--- src/rtl/out_wbuf_pkg.sv ---
// Shared definitions for the buffered character-output front-end.
// Holds the drain FSM state encoding, the default peripheral and status
// addresses, the status word field positions and a small helper.
package out_wbuf_pkg;

    // Drain FSM states.
    typedef enum logic [1:0] {
        IDLE  = 2'd0,
        ISSUE = 2'd1,
        GAP   = 2'd2
    } state_e;

    // Default address map.
    localparam logic [31:0] OUT_ADDR_DEF  = 32'h0003_4560;
    localparam logic [31:0] STAT_ADDR_DEF = 32'h0003_4564;

    // Status word field positions.
    localparam int OVF_BIT   = 31;
    localparam int DROP_LSB  = 16;
    localparam int LEVEL_LSB = 0;

    // Saturating 8-bit increment for the dropped-store counter.
    function automatic logic [7:0] sat_inc8(input logic [7:0] v);
        return (v == 8'hFF) ? v : v + 8'd1;
    endfunction

endpackage

--- src/rtl/out_wbuf_if.sv ---
// Simple data-port bus used on both sides of out_wbuf.
// Signals:
//   daddr  - address (master -> slave)
//   dwdata - store data (master -> slave)
//   dwe    - byte write enables, nonzero means store (master -> slave)
//   drdata - read data (slave -> master)
interface out_wbuf_if;
    logic [31:0] daddr;
    logic [31:0] dwdata;
    logic [3:0]  dwe;
    logic [31:0] drdata;

    modport master (
        output daddr,
        output dwdata,
        output dwe,
        input  drdata
    );

    modport slave (
        input  daddr,
        input  dwdata,
        input  dwe,
        output drdata
    );
endinterface

--- src/rtl/out_wbuf_sync_fifo.sv ---
// Synchronous FIFO with an explicit occupancy counter.
// Ports:
//   clk   - clock, rising edge
//   reset - asynchronous active-low reset (pointers and level)
//   push  - write wdata at the tail (ignored when full)
//   pop   - advance the head (ignored when empty)
//   wdata - data to write
//   rdata - data at the head (combinational)
//   full  - level == DEPTH
//   empty - level == 0
//   level - current occupancy, 0..DEPTH
module sync_fifo #(
    parameter int WIDTH = 8,
    parameter int DEPTH = 8
) (
    input  logic                     clk,
    input  logic                     reset,
    input  logic                     push,
    input  logic                     pop,
    input  logic [WIDTH-1:0]         wdata,
    output logic [WIDTH-1:0]         rdata,
    output logic                     full,
    output logic                     empty,
    output logic [$clog2(DEPTH):0]   level
);
    localparam int AW = $clog2(DEPTH);
    localparam int LW = AW + 1;
    localparam logic [AW-1:0] PTR_ONE = 1;
    localparam logic [LW-1:0] LVL_ONE = 1;
    localparam logic [LW-1:0] LVL_FULL = LW'(DEPTH);

    logic [WIDTH-1:0] mem_q [DEPTH];
    logic [AW-1:0]    wr_ptr_q, wr_ptr_d;
    logic [AW-1:0]    rd_ptr_q, rd_ptr_d;
    logic [LW-1:0]    level_q, level_d;
    logic             do_push, do_pop;

    assign full    = (level_q == LVL_FULL);
    assign empty   = (level_q == '0);
    assign level   = level_q;
    assign rdata   = mem_q[rd_ptr_q];
    assign do_push = push && !full;
    assign do_pop  = pop && !empty;

    always_comb begin
        wr_ptr_d = wr_ptr_q;
        rd_ptr_d = rd_ptr_q;
        level_d  = level_q;
        // Pointers wrap naturally because DEPTH is a power of two.
        if (do_push) wr_ptr_d = wr_ptr_q + PTR_ONE;
        if (do_pop)  rd_ptr_d = rd_ptr_q + PTR_ONE;
        case ({do_push, do_pop})
            2'b10:   level_d = level_q + LVL_ONE;
            2'b01:   level_d = level_q - LVL_ONE;
            default: level_d = level_q;
        endcase
    end

    always_ff @(posedge clk or negedge reset) begin
        if (!reset) begin
            wr_ptr_q <= '0;
            rd_ptr_q <= '0;
            level_q  <= '0;
        end else begin
            wr_ptr_q <= wr_ptr_d;
            rd_ptr_q <= rd_ptr_d;
            level_q  <= level_d;
        end
    end

    // Storage carries no reset; the level counter defines what is valid.
    always_ff @(posedge clk) begin
        if (do_push) mem_q[wr_ptr_q] <= wdata;
    end

endmodule

--- src/rtl/out_wbuf.sv ---
// Buffered store front-end for the character output peripheral.
// CPU stores to OUT_ADDR are queued in a FIFO in one cycle; a drain FSM
// replays them to the peripheral, inserting PACE idle cycles after each.
// A full buffer drops the store (never stalls) and records it in status.
// Ports:
//   clk    - clock, rising edge
//   reset  - asynchronous active-low reset, clears all state
//   cpu    - CPU data port (slave side); drdata is combinational
//   periph - peripheral port (master side); driven only in ISSUE
// Status word: [31] overflow, [23:16] drop_cnt, [7:0] level.
module out_wbuf
    import out_wbuf_pkg::*;
#(
    parameter int          DEPTH     = 8,
    parameter int          PACE      = 3,
    parameter logic [31:0] OUT_ADDR  = OUT_ADDR_DEF,
    parameter logic [31:0] STAT_ADDR = STAT_ADDR_DEF
) (
    input  logic      clk,
    input  logic      reset,
    out_wbuf_if.slave  cpu,
    out_wbuf_if.master periph
);
    localparam int AW = $clog2(DEPTH);
    localparam int LW = AW + 1;
    localparam logic [LW-1:0] LVL_ONE  = 1;
    localparam logic [7:0]    GAP_LOAD = (PACE > 0) ? 8'(PACE - 1) : 8'd0;

    state_e      state_q, state_d;
    logic [7:0]  gap_q, gap_d;
    logic        ovf_q, ovf_d;
    logic [7:0]  drop_q, drop_d;

    logic        store, push_req, stat_wr;
    logic        fifo_push, fifo_pop, drop;
    logic        fifo_full, fifo_empty;
    logic [7:0]  fifo_rdata;
    logic [LW-1:0] fifo_level;
    logic [31:0] status;
    logic        unused_dwdata;

    assign store     = (cpu.dwe != 4'b0000);
    assign push_req  = store && (cpu.daddr == OUT_ADDR);
    assign stat_wr   = store && (cpu.daddr == STAT_ADDR);
    // Fullness is sampled before any same-edge pop, so a store that meets
    // a full FIFO is dropped even while ISSUE frees a slot.
    assign fifo_push = push_req && !fifo_full;
    assign drop      = push_req && fifo_full;
    assign fifo_pop  = (state_q == ISSUE);

    assign unused_dwdata = ^cpu.dwdata[31:8];

    sync_fifo #(
        .WIDTH (8),
        .DEPTH (DEPTH)
    ) u_fifo (
        .clk   (clk),
        .reset (reset),
        .push  (fifo_push),
        .pop   (fifo_pop),
        .wdata (cpu.dwdata[7:0]),
        .rdata (fifo_rdata),
        .full  (fifo_full),
        .empty (fifo_empty),
        .level (fifo_level)
    );

    always_comb begin
        state_d = state_q;
        gap_d   = gap_q;
        case (state_q)
            IDLE: begin
                if (!fifo_empty) state_d = ISSUE;
            end
            ISSUE: begin
                if (PACE == 0) begin
                    // Level after this edge's pop (and any same-edge push).
                    state_d = ((fifo_level > LVL_ONE) || fifo_push) ? ISSUE : IDLE;
                end else begin
                    gap_d   = GAP_LOAD;
                    state_d = GAP;
                end
            end
            GAP: begin
                if (gap_q == 8'd0) begin
                    state_d = fifo_empty ? IDLE : ISSUE;
                end else begin
                    gap_d = gap_q - 8'd1;
                end
            end
            default: state_d = IDLE;
        endcase
    end

    always_comb begin
        ovf_d  = ovf_q;
        drop_d = drop_q;
        if (stat_wr) begin
            ovf_d  = 1'b0;
            drop_d = 8'd0;
        end else if (drop) begin
            ovf_d  = 1'b1;
            drop_d = sat_inc8(drop_q);
        end
    end

    always_ff @(posedge clk or negedge reset) begin
        if (!reset) begin
            state_q <= IDLE;
            gap_q   <= 8'd0;
            ovf_q   <= 1'b0;
            drop_q  <= 8'd0;
        end else begin
            state_q <= state_d;
            gap_q   <= gap_d;
            ovf_q   <= ovf_d;
            drop_q  <= drop_d;
        end
    end

    always_comb begin
        status = 32'd0;
        status[OVF_BIT]          = ovf_q;
        status[DROP_LSB +: 8]    = drop_q;
        status[LEVEL_LSB +: 8]   = 8'(fifo_level);
    end

    always_comb begin
        if (cpu.daddr == STAT_ADDR)     cpu.drdata = status;
        else if (cpu.daddr == OUT_ADDR) cpu.drdata = periph.drdata;
        else                            cpu.drdata = 32'd0;
    end

    // Peripheral outputs decode straight from the state register so an
    // asynchronous reset removes the write strobe immediately.
    assign periph.daddr  = (state_q == ISSUE) ? OUT_ADDR : 32'd0;
    assign periph.dwdata = (state_q == ISSUE) ? {24'd0, fifo_rdata} : 32'd0;
    assign periph.dwe    = (state_q == ISSUE) ? 4'b0001 : 4'b0000;

endmodule

--- src/flat_wrapper.sv ---
// flat-port wrapper written by rule: the top's interface ports become plain ports
module out_wbuf_flat import out_wbuf_pkg::*;
#(
    parameter int          DEPTH     = 8,
    parameter int          PACE      = 3,
    parameter logic [31:0] OUT_ADDR  = OUT_ADDR_DEF,
    parameter logic [31:0] STAT_ADDR = STAT_ADDR_DEF
)
  (clk, reset, cpu_daddr, cpu_dwdata, cpu_dwe, cpu_drdata, periph_daddr, periph_dwdata, periph_dwe, periph_drdata);
  out_wbuf_if cpu_i ();
  out_wbuf_if periph_i ();
  input  logic clk;
  input  logic reset;
  input wire logic [$bits(cpu_i.daddr)-1:0] cpu_daddr;
  input wire logic [$bits(cpu_i.dwdata)-1:0] cpu_dwdata;
  input wire logic [$bits(cpu_i.dwe)-1:0] cpu_dwe;
  output wire logic [$bits(cpu_i.drdata)-1:0] cpu_drdata;
  output wire logic [$bits(periph_i.daddr)-1:0] periph_daddr;
  output wire logic [$bits(periph_i.dwdata)-1:0] periph_dwdata;
  output wire logic [$bits(periph_i.dwe)-1:0] periph_dwe;
  input wire logic [$bits(periph_i.drdata)-1:0] periph_drdata;
  assign cpu_i.daddr = cpu_daddr;
  assign cpu_i.dwdata = cpu_dwdata;
  assign cpu_i.dwe = cpu_dwe;
  assign cpu_drdata = cpu_i.drdata;
  assign periph_daddr = periph_i.daddr;
  assign periph_dwdata = periph_i.dwdata;
  assign periph_dwe = periph_i.dwe;
  assign periph_i.drdata = periph_drdata;
  out_wbuf #(.DEPTH(DEPTH), .PACE(PACE), .OUT_ADDR(OUT_ADDR), .STAT_ADDR(STAT_ADDR)) u_core (.clk(clk), .reset(reset), .cpu(cpu_i), .periph(periph_i));
endmodule
--- config.mk ---
export PLATFORM = sky130hd
export DESIGN_NAME = out_wbuf_flat
export DESIGN_NICKNAME = d
export VERILOG_FILES = /design/src/rtl/out_wbuf_pkg.sv /design/src/rtl/out_wbuf_if.sv /design/src/rtl/out_wbuf_sync_fifo.sv /design/src/rtl/out_wbuf.sv /design/src/flat_wrapper.sv
export SDC_FILE = /design/constraint.sdc
export NUM_CORES = 1
export LEC_CHECK = 0
export BUFFER_PORTS_ARGS = -buffer_cell sky130_fd_sc_hd__buf_2
export CORE_UTILIZATION = 53
export DETAILED_ROUTE_END_ITERATION = 10
export PLACE_DENSITY = 0.95
export SETUP_SLACK_MARGIN = 0.3
export SYNTH_ARGS = -nofsm -noshare
export SYNTH_HDL_FRONTEND = slang
export SYNTH_HIERARCHICAL = 1
export SYNTH_SLANG_ARGS = --single-unit
export TNS_END_PERCENT = 10
--- constraint.sdc ---
create_clock -name clk -period 4.8 [get_ports clk]
set_clock_uncertainty 0.1 [all_clocks]
set_input_delay 0.24 -clock clk [delete_from_list [all_inputs] [get_ports clk]]
set_output_delay 0.24 -clock clk [all_outputs]
set_load 0.005 [all_outputs]
==> results of run 1 <==
state kept, by name, indices dropped and copies added (netlist names):
signal / count
u_core/u_fifo/level: 4
u_core/u_fifo/mem_q: 64
u_core/gap_q: 8
u_core/state_q: 2
u_core/u_fifo/rd_ptr_q: 3
u_core/u_fifo/wr_ptr_q: 3
u_core/drop_q: 8
u_core/ovf_q: 1
worst max path at each step:
stage          cells past startpoint                endpoint  slack [ps]
6_report                          11  u_core/u_fifo/level[3]         880
5_1_grt                           11  u_core/u_fifo/level[3]         490
4_1_cts                           11  u_core/u_fifo/level[3]         970
3_5_place_dp                      11  u_core/u_fifo/level[3]         570
3_3_place_gp                      11  u_core/u_fifo/level[3]         780
2_1_floorplan                     11  u_core/u_fifo/level[3]        1280
per-stage QoR:
stage / cells / power (W) / cell area [um^2]
floorplan: 454 / 0.000927 / 5300
global placement: 637 / 0.000937 / 5580
detailed placement: 637 / 0.000939 / 5580
CTS: 654 / 0.00143 / 5780
global route: 654 / 0.00147 / 5780
finish: 654 / 0.00142 / 5780
logic make-up (layout without fill, tap and decap cells):
logic type | count (synthesis) | in the layout | synth area share (%)
and+or+nand+nor | 121 | 121 | 13.3
adders and majority gates | 9 | 9 | 2.35
buffers and inverters | 89 | 160 | 11.5
other | 1 | 52 | 0.0734
DFF | 93 | 93 | 51.9
muxes | 42 | 42 | 13.6
xor gates and xnor gates | 10 | 10 | 1.72
AOI/OAI and AO/OA | 38 | 38 | 5.66
worst max-delay path, stage by stage:
cell and delay, ps:
buf_2 100, nor4bb_1 310, nand4_1 240, or2_1 550, nor4_1 710, nand2_2 180
ha_1 360, ha_1 400, or4b_2 690, o311ai_0 150, o211ai_1 150
layer usage:
layer	wire, um	vias up	track usage (%)
li1	-	1612	-
met1	4320	1657	28.7
met2	4980	168	33.7
met3	696	26	4.87
met4	296	0	10.7
met5	0	-	0
power by group:
group	switching (W)	leakage (nW)	internal, W
Sequential	0.0000000000494	0.965	0.000857
Clock	0.000291	0.0954	0.000201
Combinational	0.0000367	1.52	0.0000290
cell usage after synthesis, types with 2 or more instances:
library cell / instances
edfxtp_1: 64
buf_4: 60
dfrtp_1: 29
nor2_1: 29
and2_1: 28
mux2i_1: 16
mux4_1: 16
inv_1: 14
mux2_2: 10
nand2_1: 10
nor4_1: 10
o21ai_0: 10
ha_1: 8
nand3_1: 8
xnor2_1: 8
a21oi_1: 7
clkbuf_1: 6
nor3_1: 6
buf_2: 4
nand2b_1: 4
nand4_1: 4
or3_1: 4
a31oi_1: 3
buf_1: 3
nor3b_1: 3
nor2b_1: 2
nor4b_1: 2
o22ai_1: 2
o2bb2ai_1: 2
or2_2: 2
xor2_1: 2
cell type report:
class	instances	share of cell area, %
repair buffers	130	11.5
inverters	14	0.909
clock inverters	7	1.17
well taps	129	2.79
flip-flops and latches	93	45.8
multi-input cells	272	35.7
clock buffers	9	2.14
==> results.json, run 1 <==
{
  "outcome": "complete, no violations",
  "fp.dieH_um": 100,
  "routed_wl_um": 10300,
  "cts_sinks": 93,
  "ctsHoldBuffers": 1,
  "max_freq_mhz": 255,
  "whs_ps": 30.7,
  "grt-ovfl-total": 0,
  "irDropWorstVdd_uv": 160,
  "final_common_cell": "buf_2",
  "yosysSeqAreaShare_pct": 51.9,
  "start_kind": "input port",
  "setup.worst_path.class": "in2reg",
  "cp_max_fo": 21,
  "r2r-end": "u_core/u_fifo/level[3]",
  "die_area_um2": 10000,
  "cts.htree.levels": 3,
  "ff2ff_setup_slack_ps": 1150,
  "p_per_area_nw_per_um2": 245,
  "yosysTopAreaCell": "edfxtp_1",
  "synth_area_per_cell_um2": 12.7,
  "clk_latency_ps": 370,
  "ant_nets": 0,
  "reg2reg_depth": 9,
  "drv_cap": 0,
  "hold_path_depth": 1,
  "fillCellCount": 692,
  "antenna_cells": 0,
  "final_cell_mix": "125 x buf_2, 64 x edfxtp_1, 52 x conb_1, 29 x nor2_1, 29 x dfrtp_1",
  "postCtsSetupRepairBufs": 0,
  "layout.nets": 631,
  "cts_made_buffers": 9,
  "seqCellArea_um2": 2650,
  "fin_util_pct": 62.3,
  "drv_slew": 0,
  "drt-initial-drc-count": 301,
  "areaGrowthSynthToFinish_pct": 13.2,
  "cellLeakagePower_nw": 2.58,
  "drc": 0,
  "synthFlopType": "edfxtp_1",
  "grt_pass1_vias": 3274,
  "grt_max_degree": 30,
  "ys_async_sr_fraction_pct": 31.2,
  "dp_hpwl_um": 7380,
  "grt_usage_pct": 21.6,
  "fin_crit_sh_pct": 81.7,
  "worstSetupStartpoint": "cpu_daddr[11]",
  "arrival_ps": 4070,
  "tightest_slew_ps": 933,
  "rsz0062_at_grt": "no",
  "syn_inst": 403,
  "finalSetupViolations": 0,
  "ios": 202,
  "post_drt_wl_per_cell_um": 15.7,
  "fin_crit_ps": 3920,
  "synth_top_cell_area_share_pct": 37.6,
  "antenna_found_initial": 0,
  "fin_tns_setup_ps": 0,
  "cts_tree": "done",
  "pre_cts_ws_ps": 574,
  "synth_seq_cells": 93,
  "endpoint_kind": "flip-flop",
  "coreArea_um2": 9280,
  "die_x_um": 100,
  "yosys_warnings": 6,
  "clkSlewWorstSetupHoldPaths_ps": 100,
  "viasPerCell": 5.30,
  "io_buffers": 125,
  "min_from": "cpu_dwdata[3]",
  "hold_violations": 0,
  "synth-edff-count": 64,
  "relSlewSlack_pct": 37.6,
  "grt_pass1_wl_um": 16300,
  "clockBufferDepth": 2,
  "cts_resized": 0,
  "gp_congestion": 0.805,
  "fin_ws_ps": 878,
  "drive_above_1_share_pct": 31.4,
  "first_pass_iters": 5,
  "rows": 35,
  "synth_area_leaders": "edfxtp_1 38%, dfrtp_1 14%, buf_4 8.8%",
  "num_vias": 3463,
  "crit_required_ps": 4940,
  "min_to": "u_core/u_fifo/mem_q[1][3]",
  "synth_area_um2": 5110,
  "hp-class": "in2reg",
  "cts_root_buffer": "clkbuf_8",
  "multi_input_area_um2": 2060,
  "start_util_pct": 55.0,
  "ys_types": 58,
  "rr_startpoint": "u_core/u_fifo/level[0]"
}
(Power assumes the default switching activity.)
==> inputs of run 2 (changes only) <==
- CORE_UTILIZATION: 53 -> 44
- PLACE_DENSITY: 0.95 -> 0.86
- clock period: 4.8 -> 3.6 ns (I/O delays scaled with it)
==> run 2 against run 1 <==
Critical path depth fell by 2; hold slack got worse by 19 ps; clock-buffer cell count rose by 1; register-to-register slack got worse by 660 ps; via count rose by 2.8%; setup slack got worse by 390 ps; clock power rose by 89%; largest cell class unchanged.
==> results.json, run 2 (same netlist as run 1, synthesis figures left out) <==
{
  "tightest_slew_ps": 858,
  "grt_pass1_vias": 3389,
  "max_freq_mhz": 321,
  "outcome": "complete, no violations",
  "io_buffers": 125,
  "ctsHoldBuffers": 1,
  "drv_slew": 0,
  "die_area_um2": 12000,
  "cts_resized": 0,
  "viasPerCell": 5.27,
  "fin_crit_ps": 3110,
  "largest_register_ffs": 64,
  "drc": 0,
  "fillCellCount": 868,
  "hp-class": "in2reg",
  "crit_required_ps": 3720,
  "clockBufferDepth": 2,
  "drv_cap": 0,
  "rsz0062_at_grt": "no",
  "routed_wl_um": 10700,
  "clkSlewWorstSetupHoldPaths_ps": 60,
  "coreArea_um2": 11100,
  "drive_above_1_share_pct": 32.6,
  "gp_congestion": 0.774,
  "cts_made_buffers": 9,
  "regMostFlops": "u_core/u_fifo/mem_q",
  "grt_max_degree": 30,
  "worstSetupStartpoint": "u_core/u_fifo/level[0]",
  "ff2ff_setup_slack_ps": 490,
  "fp.dieH_um": 110,
  "layout.nets": 640,
  "grt-ovfl-total": 0,
  "relSlewSlack_pct": 42.1,
  "die_x_um": 110,
  "hold_violations": 0,
  "cp_max_fo": 8,
  "grt_pass1_wl_um": 16700,
  "cellLeakagePower_nw": 2.67,
  "dp_hpwl_um": 7330,
  "dp.cells": 657,
  "grt_usage_pct": 18.6,
  "arrival_ps": 3230,
  "ant_nets": 0,
  "post_drt_wl_per_cell_um": 15.8,
  "num_vias": 3559,
  "clk_latency_ps": 340,
  "finalSetupViolations": 0,
  "drt-initial-drc-count": 296,
  "ios": 202,
  "rr_startpoint": "u_core/u_fifo/level[0]",
  "cts_sinks": 93,
  "endpoint": "u_core/u_fifo/level[3]",
  "final_common_cell": "buf_2",
  "reg2reg_depth": 9,
  "first_pass_iters": 5,
  "rows": 38,
  "instances_no_fill": 675,
  "r2r-end": "u_core/u_fifo/level[3]",
  "antenna_found_initial": 0,
  "irDropWorstVdd_uv": 255,
  "reg_top3": "u_core/u_fifo/mem_q x64, u_core/drop_q x8, u_core/gap_q x8",
  "postCtsSetupRepairBufs": 0,
  "setup.worst_path.class": "reg2reg",
  "start_util_pct": 46.1,
  "p_per_area_nw_per_um2": 361,
  "fin_tns_setup_ps": 0,
  "endpoint_kind": "flip-flop",
  "cts_tree": "done",
  "start_kind": "flip-flop",
  "final_cell_mix": "125 x buf_2, 64 x edfxtp_1, 52 x conb_1, 29 x nor2_1, 29 x dfrtp_1",
  "cts_root_buffer": "clkbuf_16",
  "areaGrowthSynthToFinish_pct": 17.3,
  "fin_crit_sh_pct": 86.5,
  "cts.htree.levels": 3
}
## run 2: area by class of cell
| cell class | instances | area [um^2] | share of cell area [%] |
|---|---|---|---|
| antenna | 1 | 2.50 | 0.0418 |
| inverter | 14 | 52.6 | 0.877 |
| clock inverter | 6 | 72.6 | 1.21 |
| sequential | 93 | 2650 | 44.2 |
| timing repair buffer | 139 | 733 | 12.2 |
| multi-input combinational | 272 | 2080 | 34.7 |
| tap | 140 | 175 | 2.92 |
| clock buffer | 10 | 229 | 3.82 |
## run 2: metal layers
| metal | track usage, % | share of wire, % |
|---|---|---|
| met4 | 8.19 | 2.6 |
| met5 | 0 | 0 |
| met1 | 22.1 | 39 |
| met3 | 4.09 | 5.5 |
| met2 | 32.3 | 53 |
## run 2: report_power, final
group             switching, W  internal (W)  leakage [nW]
registers      0.0000000000715       0.00114         0.965
clock network         0.000386      0.000543         0.137
logic                0.0000483     0.0000386          1.57
## run 2: worst min path at each step
stage / startpoint / end / slack, ps / cells past startpoint
final: cpu_dwdata[3] / u_core/u_fifo/mem_q[5][3] / 10 / 1
after global routing: cpu_dwdata[4] / u_core/u_fifo/mem_q[2][4] / 10 / 1
after CTS: cpu_dwdata[4] / u_core/u_fifo/mem_q[7][4] / 6 / 1
after detailed placement: reset / u_core/u_fifo/wr_ptr_q[2] / 140 / 1
after global placement: reset / u_core/u_fifo/wr_ptr_q[2] / 130 / 1
after floorplan: reset / u_core/drop_q[0] / -220 / 0
## run 2: worst max-delay path: stages (launching register included)
cell	delay, ps
dfrtp_1	550
or4b_4	250
inv_1	90
nor4_4	360
nand2_2	130
ha_1	240
ha_1	360
or4b_2	670
o311ai_0	120
o211ai_1	120
## run 2: through the flow
stage	instance area (um^2)	setup slack, ps	utilization (%)	power [W]	hold WS, ps
4_1_cts	5990	496	54.0	0.00218	6.28
6_report	5990	487	54.1	0.00216	11.2
3_5_place_dp	5680	205	51.2	0.00125	142
3_3_place_gp	5680	282	51.2	0.00125	129
2_1_floorplan	5310	363	-	0.00124	-216
5_1_grt	5990	322	54.0	0.00223	10.9
==> inputs of run 3 (changes only) <==
- ABC_CLOCK_PERIOD_IN_PS: not set -> 3000
- CORE_UTILIZATION: 44 -> 49
- CTS_CLUSTER_DIAMETER: not set -> 40
- PLACE_DENSITY: 0.86 -> 0.91
- clock period: 3.6 -> 3 ns (I/O delays scaled with it)
==> run 3 against run 2 <==
Die area down 10%; critical path depth is the same; hold slack better by 79 ps; routed wire length up 12%; maximum frequency is 17% higher; critical endpoint unchanged; largest power group unchanged.
==> results.json, run 3 (same netlist as run 1, synthesis figures left out) <==
{
  "clockBufferDepth": 2,
  "routed_wl_um": 11900,
  "die_x_um": 104,
  "tightest_slew_ps": 687,
  "first_pass_iters": 5,
  "ios": 202,
  "drt-initial-drc-count": 279,
  "place_area_um2": 5800,
  "final_area_um2": 6150,
  "crit_required_ps": 3140,
  "fin_tns_setup_ps": 0,
  "coreArea_um2": 9950,
  "gp_congestion": 0.876,
  "reg_top3": "u_core/u_fifo/mem_q x64, u_core/drop_q x8, u_core/gap_q x8",
  "clkSlewWorstSetupHoldPaths_ps": 100,
  "largest_register_ffs": 64,
  "rows": 36,
  "drive_above_1_share_pct": 35.6,
  "finalSetupViolations": 0,
  "drc": 0,
  "endpoint_kind": "flip-flop",
  "viasPerCell": 5.36,
  "ant_nets": 0,
  "relSlewSlack_pct": 53.6,
  "setup.worst_path.class": "reg2reg",
  "io_buffers": 125,
  "fin_crit_sh_pct": 88.8,
  "sw_frac_of_total_pct": 22.6,
  "cts_sinks": 93,
  "grt_pass1_wl_um": 18900,
  "fin_crit_ps": 2660,
  "grt_pass1_vias": 3525,
  "max_freq_mhz": 375,
  "cts_made_buffers": 9,
  "rr_startpoint": "u_core/u_fifo/level[1]",
  "layout.nets": 659,
  "fp.dieH_um": 104,
  "p_per_area_nw_per_um2": 385,
  "die_area_um2": 10800,
  "reg2reg_depth": 9,
  "cts.htree.levels": 3,
  "min_from": "cpu_daddr[2]",
  "start_kind": "flip-flop",
  "hp-class": "in2reg",
  "antenna_cells": 0,
  "final_cell_mix": "125 x buf_2, 64 x edfxtp_1, 52 x conb_1, 29 x nor2_1, 28 x and2_1",
  "areaGrowthSynthToFinish_pct": 20.5,
  "arrival_ps": 2810,
  "rsz0062_at_grt": "yes",
  "whs_ps": 90.1,
  "start_util_pct": 51.3,
  "p_int_w": 0.00183,
  "irDropWorstVdd_uv": 227,
  "drv_cap": 0,
  "num_vias": 3678,
  "comb_power_share_pct": 5.1,
  "cellLeakagePower_nw": 2.74,
  "regMostFlops": "u_core/u_fifo/mem_q",
  "grt_usage_pct": 22.7,
  "hold_path_depth": 4,
  "antenna_found_initial": 0,
  "dp_hpwl_um": 8340,
  "grt-ovfl-total": 0,
  "post_drt_wl_per_cell_um": 17.4,
  "power.share.clock_pct": 37.0,
  "fillCellCount": 742,
  "worstSetupStartpoint": "u_core/u_fifo/level[1]",
  "final_common_cell": "buf_2",
  "outcome": "complete, no violations",
  "switching_power_w": 0.000534,
  "cp_max_fo": 5,
  "drv_slew": 0,
  "clk_latency_ps": 360,
  "cts_tree": "done",
  "cts_root_buffer": "clkbuf_8",
  "seq_power_share_pct": 57.9,
  "grt_max_degree": 30,
  "hold_violations": 0
}
## run 3: cell count changes in the layout (fill, tap and decap cells not counted), sizes merged
| cell | delta |
|---|---|
| diode | -1 |
| buf | +11 |
| clkinvlp | -1 |
| inv | +2 |
| dlygate4sd3 | +8 |
| clkbuf | -1 |
## run 3: what timing repair did
item / CTS / global route
resized for setup: 2 / 4
hold endpoints to repair: 93 / 0
setup endpoints to repair: 1 / 6
pin swaps: 1 / 2
hold buffers: 9 / 0
setup buffers: 4 / 0
## run 3: critical path: stages, from the launching register on
cell      delay (ps)
dfrtp_1          410
or4b_4           590
inv_4            100
nor4_4            50
nand2_2          130
ha_4             190
ha_4             220
or4b_4           510
o311ai_1         120
o211ai_1         130
## run 3: metrics by stage
step	worst slack, ps	util (%)	instances	total power (W)
after global placement	178	58.2	657	0.00151
after global routing	217	61.8	686	0.00245
after CTS	311	61.6	686	0.00238
after floorplan	186	-	454	0.00149
final	336	61.8	686	0.00237
after detailed placement	115	58.2	657	0.00151
## run 3: path summary, 6_finish.rpt
check / endpoint / slack [ps]
max: u_core/u_fifo/level[3] / 340
min: u_core/u_fifo/wr_ptr_q[0] / 90
max reg2reg: u_core/u_fifo/level[3] / 340
min reg2reg: u_core/state_q[0] / 380
max in group asynchronous: u_core/u_fifo/rd_ptr_q[0] / 2070
min in group asynchronous: u_core/u_fifo/level[0] / 260
## run 3: layout make-up
| class | count | area [um^2] | share of cell area, % |
|---|---|---|---|
| Tap cell | 133 | 166 | 2.70 |
| Multi-Input combinational cell | 272 | 2170 | 35.3 |
| Inverter | 14 | 55.1 | 0.895 |
| Sequential cell | 93 | 2650 | 43.1 |
| Timing Repair Buffer | 158 | 896 | 14.6 |
| Clock buffer | 9 | 124 | 2.01 |
| Clock inverter | 7 | 92.6 | 1.50 |
## run 3: metal layers
layer / GRT usage (%) / share of wire, % / vias up / wire length, um
li1: - / - / 1667 / -
met1: 29.9 / 40 / 1755 / 4770
met2: 37.7 / 51 / 231 / 6020
met3: 4.01 / 7.0 / 25 / 831
met4: 8.67 / 2.4 / 0 / 281
met5: 0 / 0 / - / 0
## run 3: power by group through the flow
stage                     logic [W]  clock network, W  registers [W]
after floorplan           0.0000851                 0        0.00140
after global placement     0.000106                 0        0.00140
after detailed placement   0.000111                 0        0.00140
after CTS                  0.000121          0.000889        0.00137
after global routing       0.000135          0.000940        0.00137
final                      0.000121          0.000876        0.00137
